`src/rtl/fault_input_conditioner_if.sv`:
```
// Board-facing signal bundle of the fault input conditioner: raw pushbuttons
// in, conditioned reset/fault controls and debug levels out.
interface fault_input_conditioner_if #(
  parameter int COUNT_WIDTH = 8
);
  logic                   btn_rst_raw;
  logic                   btn_fault_raw;
  logic                   rst_n_out;
  logic                   fault_out;
  logic                   btn_rst_db;
  logic                   btn_fault_db;
  logic [1:0]             fault_state;
  logic [COUNT_WIDTH-1:0] fault_count;

  // Board / stimulus side: drives the buttons, observes the conditioned outputs.
  modport master (
    output btn_rst_raw, btn_fault_raw,
    input  rst_n_out, fault_out, btn_rst_db, btn_fault_db, fault_state, fault_count
  );

  // Conditioner side.
  modport slave (
    input  btn_rst_raw, btn_fault_raw,
    output rst_n_out, fault_out, btn_rst_db, btn_fault_db, fault_state, fault_count
  );
endinterface

```
`src/rtl/fault_input_conditioner.sv`:
```
// Conditions the raw reset and fault pushbuttons for the burst PWM generator:
// 2-flop synchronizers, ms-tick debouncers, a reset pulse stretcher and a
// fault FSM with minimum-duration and optional latching policy.
module fault_input_conditioner #(
  parameter int CLK_SISTEMA_FREQ = 12_000_000,
  parameter int DEBOUNCE_MS      = 20,
  parameter int FAULT_MIN_MS     = 500,
  parameter int FAULT_LATCH      = 1,
  parameter int RST_PULSE_CYCLES = 16,
  parameter int BTN_ACTIVE_LOW   = 1,
  parameter int COUNT_WIDTH      = 8
) (
  input logic                       clk,
  input logic                       rst,
  fault_input_conditioner_if.slave  bus
);

  localparam int   MS_PERIOD = CLK_SISTEMA_FREQ / 1000;
  localparam int   MS_W      = (MS_PERIOD > 1) ? $clog2(MS_PERIOD) : 1;
  localparam int   DB_W      = $clog2(DEBOUNCE_MS + 1);
  localparam int   MIN_W     = $clog2(FAULT_MIN_MS + 1);
  localparam int   PULSE_W   = $clog2(RST_PULSE_CYCLES + 1);
  // Raw level of a released button.
  localparam logic BTN_IDLE  = (BTN_ACTIVE_LOW != 0) ? 1'b1 : 1'b0;

  typedef enum logic [1:0] {
    IDLE    = 2'd0,
    ACTIVE  = 2'd1,
    HOLD    = 2'd2,
    LATCHED = 2'd3
  } fault_state_e;

  // Bit 0 of every per-button vector is the reset button, bit 1 the fault button.
  logic [MS_W-1:0]            ms_cnt_q, ms_cnt_d;
  logic                       ms_tick;
  logic [1:0]                 sync1_q, sync1_d, sync2_q, sync2_d;
  logic [1:0]                 pressed;
  logic [1:0]                 db_q, db_d, db_prev_q, db_prev_d;
  logic [1:0][DB_W-1:0]       stab_q, stab_d;
  logic [1:0]                 press_evt;
  logic [PULSE_W-1:0]         pulse_q, pulse_d;
  logic                       rst_n_q, rst_n_d;
  fault_state_e               state_q, state_d;
  logic [MIN_W-1:0]           min_q, min_d;
  logic [COUNT_WIDTH-1:0]     count_q, count_d;
  logic                       fault_q, fault_d;

  assign ms_tick   = (ms_cnt_q == MS_W'(MS_PERIOD - 1));
  assign pressed   = sync2_q ^ {2{BTN_IDLE}};
  assign press_evt = db_q & ~db_prev_q;

  // ms timebase, button synchronizers and per-button debounce counters.
  always_comb begin
    // NOTE: every variable gets a default before any branch so no path leaves
    // it unassigned; otherwise synthesis infers a latch.
    ms_cnt_d  = ms_tick ? '0 : ms_cnt_q + MS_W'(1);
    sync1_d   = {bus.btn_fault_raw, bus.btn_rst_raw};
    sync2_d   = sync1_q;
    db_prev_d = db_q;
    db_d      = db_q;
    stab_d    = stab_q;
    for (int i = 0; i < 2; i++) begin
      if (pressed[i] == db_q[i]) begin
        stab_d[i] = '0;
      end else if (ms_tick) begin
        if (stab_q[i] == DB_W'(DEBOUNCE_MS - 1)) begin
          db_d[i]   = pressed[i];
          stab_d[i] = '0;
        end else begin
          stab_d[i] = stab_q[i] + DB_W'(1);
        end
      end
    end
  end

  // Reset pulse stretcher: a press (re)loads the remaining low-cycle count.
  always_comb begin
    if (press_evt[0]) begin
      pulse_d = PULSE_W'(RST_PULSE_CYCLES);
    end else if (pulse_q != '0) begin
      pulse_d = pulse_q - PULSE_W'(1);
    end else begin
      pulse_d = pulse_q;
    end
    rst_n_d = (pulse_d == '0);
  end

  // Fault FSM next state, minimum-duration timer and saturating entry counter.
  always_comb begin
    state_d = state_q;
    min_d   = min_q;
    count_d = count_q;
    case (state_q)
      IDLE: begin
        if (press_evt[1]) begin
          state_d = ACTIVE;
          min_d   = '0;
          if (count_q != '1) count_d = count_q + COUNT_WIDTH'(1);
        end
      end
      ACTIVE: begin
        if (ms_tick) begin
          if (min_q == MIN_W'(FAULT_MIN_MS - 1)) begin
            min_d = '0;
            if (FAULT_LATCH != 0) state_d = LATCHED;
            else if (db_q[1])     state_d = HOLD;
            else                  state_d = IDLE;
          end else begin
            min_d = min_q + MIN_W'(1);
          end
        end
      end
      HOLD: begin
        if (!db_q[1]) state_d = IDLE;
      end
      LATCHED: begin
        if (press_evt[0] && !db_q[1]) state_d = IDLE;
      end
      default: state_d = IDLE;
    endcase
    fault_d = (state_d != IDLE);
  end

  // State registers with synchronous reset; synchronizers reload the released level.
  always_ff @(posedge clk) begin
    // NOTE: non-blocking assignments so every flop samples pre-edge values
    // regardless of statement order.
    if (rst) begin
      ms_cnt_q  <= '0;
      sync1_q   <= {2{BTN_IDLE}};
      sync2_q   <= {2{BTN_IDLE}};
      db_q      <= '0;
      db_prev_q <= '0;
      stab_q    <= '0;
      pulse_q   <= PULSE_W'(RST_PULSE_CYCLES);
      rst_n_q   <= 1'b0;
      state_q   <= IDLE;
      min_q     <= '0;
      count_q   <= '0;
      fault_q   <= 1'b0;
    end else begin
      ms_cnt_q  <= ms_cnt_d;
      sync1_q   <= sync1_d;
      sync2_q   <= sync2_d;
      db_q      <= db_d;
      db_prev_q <= db_prev_d;
      stab_q    <= stab_d;
      pulse_q   <= pulse_d;
      rst_n_q   <= rst_n_d;
      state_q   <= state_d;
      min_q     <= min_d;
      count_q   <= count_d;
      fault_q   <= fault_d;
    end
  end

  assign bus.rst_n_out    = rst_n_q;
  assign bus.fault_out    = fault_q;
  assign bus.btn_rst_db   = db_q[0];
  assign bus.btn_fault_db = db_q[1];
  assign bus.fault_state  = state_q;
  assign bus.fault_count  = count_q;

endmodule

```
`src/flat_wrapper.sv`:
```
// flat-port wrapper written by rule: the top's interface ports become plain ports
module fault_input_conditioner_flat 
#(
  parameter int CLK_SISTEMA_FREQ = 12_000_000,
  parameter int DEBOUNCE_MS      = 20,
  parameter int FAULT_MIN_MS     = 500,
  parameter int FAULT_LATCH      = 1,
  parameter int RST_PULSE_CYCLES = 16,
  parameter int BTN_ACTIVE_LOW   = 1,
  parameter int COUNT_WIDTH      = 8
)
  (clk, rst, bus_btn_rst_raw, bus_btn_fault_raw, bus_rst_n_out, bus_fault_out, bus_btn_rst_db, bus_btn_fault_db, bus_fault_state, bus_fault_count);
  fault_input_conditioner_if #(.COUNT_WIDTH(COUNT_WIDTH)) bus_i ();
  input logic clk;
  input logic rst;
  input wire logic [$bits(bus_i.btn_rst_raw)-1:0] bus_btn_rst_raw;
  input wire logic [$bits(bus_i.btn_fault_raw)-1:0] bus_btn_fault_raw;
  output wire logic [$bits(bus_i.rst_n_out)-1:0] bus_rst_n_out;
  output wire logic [$bits(bus_i.fault_out)-1:0] bus_fault_out;
  output wire logic [$bits(bus_i.btn_rst_db)-1:0] bus_btn_rst_db;
  output wire logic [$bits(bus_i.btn_fault_db)-1:0] bus_btn_fault_db;
  output wire logic [$bits(bus_i.fault_state)-1:0] bus_fault_state;
  output wire logic [$bits(bus_i.fault_count)-1:0] bus_fault_count;
  assign bus_i.btn_rst_raw = bus_btn_rst_raw;
  assign bus_i.btn_fault_raw = bus_btn_fault_raw;
  assign bus_rst_n_out = bus_i.rst_n_out;
  assign bus_fault_out = bus_i.fault_out;
  assign bus_btn_rst_db = bus_i.btn_rst_db;
  assign bus_btn_fault_db = bus_i.btn_fault_db;
  assign bus_fault_state = bus_i.fault_state;
  assign bus_fault_count = bus_i.fault_count;
  fault_input_conditioner #(.CLK_SISTEMA_FREQ(CLK_SISTEMA_FREQ), .DEBOUNCE_MS(DEBOUNCE_MS), .FAULT_MIN_MS(FAULT_MIN_MS), .FAULT_LATCH(FAULT_LATCH), .RST_PULSE_CYCLES(RST_PULSE_CYCLES), .BTN_ACTIVE_LOW(BTN_ACTIVE_LOW), .COUNT_WIDTH(COUNT_WIDTH)) u_core (.clk(clk), .rst(rst), .bus(bus_i));
endmodule
```
`config.mk`:
```
export PLATFORM = sky130hd
export DESIGN_NAME = fault_input_conditioner_flat
export DESIGN_NICKNAME = d
export VERILOG_FILES = /design/src/rtl/fault_input_conditioner_if.sv /design/src/rtl/fault_input_conditioner.sv /design/src/flat_wrapper.sv
export SDC_FILE = /design/constraint.sdc
export NUM_CORES = 1
export LEC_CHECK = 0
export ABC_AREA = 0
export CAP_MARGIN = 20
export CORE_ASPECT_RATIO = 0.8
export CORE_UTILIZATION = 40
export DETAILED_ROUTE_END_ITERATION = 10
export GPL_ROUTABILITY_DRIVEN = 0
export HOLD_SLACK_MARGIN = 0.05
export MAX_ROUTING_LAYER = met4
export PLACE_DENSITY_LB_ADDON = 0.3
export SLEW_MARGIN = 20
export SYNTH_ARGS = -nofsm -noshare
export SYNTH_HDL_FRONTEND = slang
export SYNTH_SLANG_ARGS = --single-unit
```
`constraint.sdc`:
```
create_clock -name clk -period 2 [get_ports clk]
set_clock_uncertainty 0.1 [all_clocks]
set_input_delay 0.3 -clock clk [delete_from_list [all_inputs] [get_ports clk]]
set_output_delay 0.3 -clock clk [all_outputs]
set_load 0.03 [all_outputs]
```
==> results.txt <==
The number of remaining DRC errors came out at 0. After routing, the total negative slack on setup checks comes to 0 ns. Cells with a size suffix above 1 make up 11.83% of the layout. The clock latency on the worst-skew pair came out at around 0.33 ns.

The share of synthesized registers carrying an async set or reset is 0%. The maximum single-stage delay on the critical path is 0.73 ns. For this design the top-level I/O count stands at 18. The total via count after detailed routing came out at 2397. The required time at the worst-slack endpoint came out at 1.60 ns. The tree is rooted in a sky130_fd_sc_hd__clkbuf_8. By count the netlist is led by sky130_fd_sc_hd__dfxtp_1 (58), sky130_fd_sc_hd__nor2_1 (32), sky130_fd_sc_hd__nand3_1 (25), sky130_fd_sc_hd__a21oi_1 (23), sky130_fd_sc_hd__nand2_1 (19). The startpoint kind of the worst setup timing path is a flop. In this run the core area contains 26 standard-cell rows.

The finished cells cover 3331 um2. The mapped cell area came out at 2750 um2. The average vias per placed instance came out at 5.460.

The number of buffers inserted by hold repair at cts came out at 0. The area fraction in compound gates after synthesis is 13.15%. The die extent in y is between 70 and 80 um. The initial antenna violation count is 0.

Of the post-synthesis cell area, the dominant cell type holds 42.22%. The number of unique standard cell types used by synthesis came out at a little under 50. The synthesized design spends more area on one cell type than any other, namely sky130_fd_sc_hd__dfxtp_1. The share of the clock period used by the worst path after layout came out at 95.56%.

The largest family of logic cells by synthesized area is simple AND/OR/NAND/NOR gates. In this run, the number of DRC markers left after iteration 0 of detailed routing was 123. The maximum count of clock buffers along a single path is 2.

Across every metal layer, demand over resource in global routing totals around 18%. Counting I/O delays and the setup requirement, the final critical path takes about 1.9 ns. The hold violation count in the final report was 0. After detailed routing, the average wire length per cell comes to 13.18 um.

The clock input transition at the sequential cells of the worst setup and hold paths came out at 0.06 ns. The most repeated cell in the gate-level netlist after synthesis is sky130_fd_sc_hd__dfxtp_1. The most used flip-flop cell after synthesis is sky130_fd_sc_hd__dfxtp_1. The total iterations of the first detailed-routing run is 5. TritonCTS created 9 clock buffers. The pin count of the biggest net entering global routing is 32. The worst setup path category is reg2out. The number of global-route vias before repair is 2162.

The number of max-slew violations in the final report is 0. The worst slew margin relative to its limit came out at 64.77%. The die covers 7213 um2. For this block, wires on met1 add up to 3019 um. The wire length reported by the detailed router came out at between 5000 and 6000 um. From synthesis to final layout, the design area changed by 21.11%. The number of input and output port buffers inserted came out at 17. Setup repair after global routing left no endpoint under its margin. The antenna violation net count after detailed routing came out at 0.

For this design, the sink count on the clock tree is 58. The final hold slack is 0.3226 ns. The number of buffers and inverters on the critical path is 1. The width of the chip is roughly 95 um. The xor-xnor portion of the synthesized cell area is 6.369%. At the pin with the least slew margin, the transition time is 0.5285 ns. The worst setup path is captured at a primary output. The total power came out at ~2600 uW.

The adder-cell area share of the yosys netlist came out at 2.730%. The number of maximum-capacitance constraint violations came out at 0. The slowest stage of the critical path belongs to the cell sky130_fd_sc_hd__clkdlybuf4s50_1.

Fill cells in the final layout number just over 600. The detailed-routed wire length on met3 is 285 um. The sequential cell area fraction in the yosys report is ~42%. The flow ran to the end, and the final reports show no timing, DRC or antenna violations. The H-tree was split into 3 levels.

Summed over all nets, the half-perimeter wirelength after detailed placement is 3999 um. The flip-flop and latch count after synthesis is 58. The instance count of the mapped netlist came out at around 320. The critical path data arrival time is 1.51 ns. The mean area per synthesized cell is 8.703 um2.

TritonCTS built the clock tree. Yosys attributes the largest share of cell area to sky130_fd_sc_hd__dfxtp_1 (42%), sky130_fd_sc_hd__nand3_1 (4.5%), sky130_fd_sc_hd__nor2_1 (4.4%). The number of enable flip-flop cells after synthesis came out at 0. Summed over all cells, the static leakage comes to 0.001185 uW. The antenna diode count came out at 0. The first-pass GRT wire length is 9860 um.

The detailed router used layers up to and including met4. Setup violations remaining at the end of the flow were counted as 0. Summing the areas of all and, or, nand and nor instances in the mapped netlist gives 33.03% of the synthesized area. The largest vdd supply drop is between 0.4 and 0.5 mV.

The count of yosys warnings during synthesis is 0. In this run the worst hold path is classified as reg2reg. In the detailed route, the total length drawn on met2 is 2437 um. The highest attainable clock frequency is 0.5232 GHz. On the critical path the largest part of the delay comes from buffers and inverters. The post-detailed-placement cell area is 3110 um2. The remaining global-route overflow is 0.

The synthesized net count came out at 326. The total power divided by cell area came out at 779.1 nW/um2. Traced cell by cell, the critical path runs through clkdlybuf4s50_1.

The share of cell area taken by muxes after synthesis came out at 0.3640%. The final-stage net count came out at between 300 and 400. The highest net fanout along the worst path came out at 7. The starting utilization of the core area came out at 42.27%. The placeable core region is roughly 6500 um2.
-- routing by layer --
layer / GRT usage [%] / vias to the layer above
met5: - / -
met4: 5.758 / 0
met3: 6.786 / 6
met2: 23.96 / 57
met1: 24.28 / 1114
li1: - / 1220
-- registers in the layout, summed over array words and instances, names as in the netlist --
name,count
u_core.ms_cnt_q,14
u_core.sync2_q,2
u_core.db_prev_d,2
u_core.db_prev_q,2
u_core.bus.fault_out,1
u_core.bus.fault_count,8
u_core.pulse_q,5
u_core.sync1_q,2
u_core.stab_q,10
u_core.min_q,9
u_core.bus.rst_n_out,1
u_core.bus.fault_state,2
-- cells in the final DEF, fill, tap and decap left out, types with 2 or more instances in the layout --
cell type and count:
sky130_fd_sc_hd__and2_1 2, sky130_fd_sc_hd__o21ai_0 9, sky130_fd_sc_hd__nand2b_1 6, sky130_fd_sc_hd__nor4_1 3, sky130_fd_sc_hd__and4_1 2, sky130_fd_sc_hd__xor2_1 9, sky130_fd_sc_hd__a31oi_1 4, sky130_fd_sc_hd__dlygate4sd2_1 2
sky130_fd_sc_hd__xnor2_1 11, sky130_fd_sc_hd__buf_4 14, sky130_fd_sc_hd__o211ai_1 6, sky130_fd_sc_hd__o31ai_1 2, sky130_fd_sc_hd__nand3b_1 3, sky130_fd_sc_hd__or3_1 8, sky130_fd_sc_hd__and4bb_1 2, sky130_fd_sc_hd__nor3_1 9
sky130_fd_sc_hd__or4_1 4, sky130_fd_sc_hd__o21a_1 2, sky130_fd_sc_hd__nand2_1 19, sky130_fd_sc_hd__a32oi_1 3, sky130_fd_sc_hd__a21o_1 2, sky130_fd_sc_hd__dfxtp_1 58, sky130_fd_sc_hd__nand4_1 11, sky130_fd_sc_hd__nor2b_1 10
sky130_fd_sc_hd__clkbuf_8 12, sky130_fd_sc_hd__or2_2 6, sky130_fd_sc_hd__nand3_1 25, sky130_fd_sc_hd__clkdlybuf4s50_1 15, sky130_fd_sc_hd__ha_1 6, sky130_fd_sc_hd__nor3b_1 2, sky130_fd_sc_hd__and3_1 4, sky130_fd_sc_hd__nor2_1 32
sky130_fd_sc_hd__a21oi_1 23, sky130_fd_sc_hd__inv_1 7
-- where the power goes --
part	switching, uW	leakage (uW)	total [uW]	internal (uW)
sequential	38.2	0.000470	1250	1210
clock	442	0.000106	1110	669
combinational	117	0.000610	236	119
-- layout make-up --
class	instances	area, um2	share of cell area (%)
multi-input cells	243	1541	46.28
flip-flops and latches	58	1161	34.86
repair buffers	32	292.8	8.790
clock buffers	13	168.9	5.071
well taps	84	105.1	3.156
clock inverters	2	35.03	1.052
inverters	7	26.28	0.7889
-- what timing repair did --
action                     in CTS  in global routing
buffers inserted                0                  1
gates resized for setup         2                  3
setup endpoints to repair       2                  6
-- final timing paths --
| check | startpoint | cells past startpoint | end | slack, ns |
|---|---|---|---|---|
| hold / removal | u_core.sync1_q[1] | 1 | u_core.sync2_q[1] | 0.32 |
| hold reg to reg | u_core.sync1_q[1] | 1 | u_core.sync2_q[1] | 0.32 |
| setup / recovery | u_core.bus.fault_count[2] | 1 | bus_fault_count[2] | 0.09 |
| setup reg to reg | u_core.ms_cnt_q[0] | 6 | u_core.min_q[0] | 0.12 |
-- logic make-up after synthesis --
kind of cell	Yosys count
simple gates	158
compound gates	58
flops	58
xor+xnor	20
buf+inv	15
fa+ha+maj	6
mux	1
-- per-stage QoR --
stage	util, %	std cells	setup slack [ns]
after floorplan	-	316	0.07905
after global placement	47.81	423	0.09718
after detailed placement	47.81	423	0.05515
after CTS	50.90	438	0.02950
after global routing	51.19	439	0.003511
final	51.19	439	0.08876
Note: power is estimated with default switching activity, not from simulation.
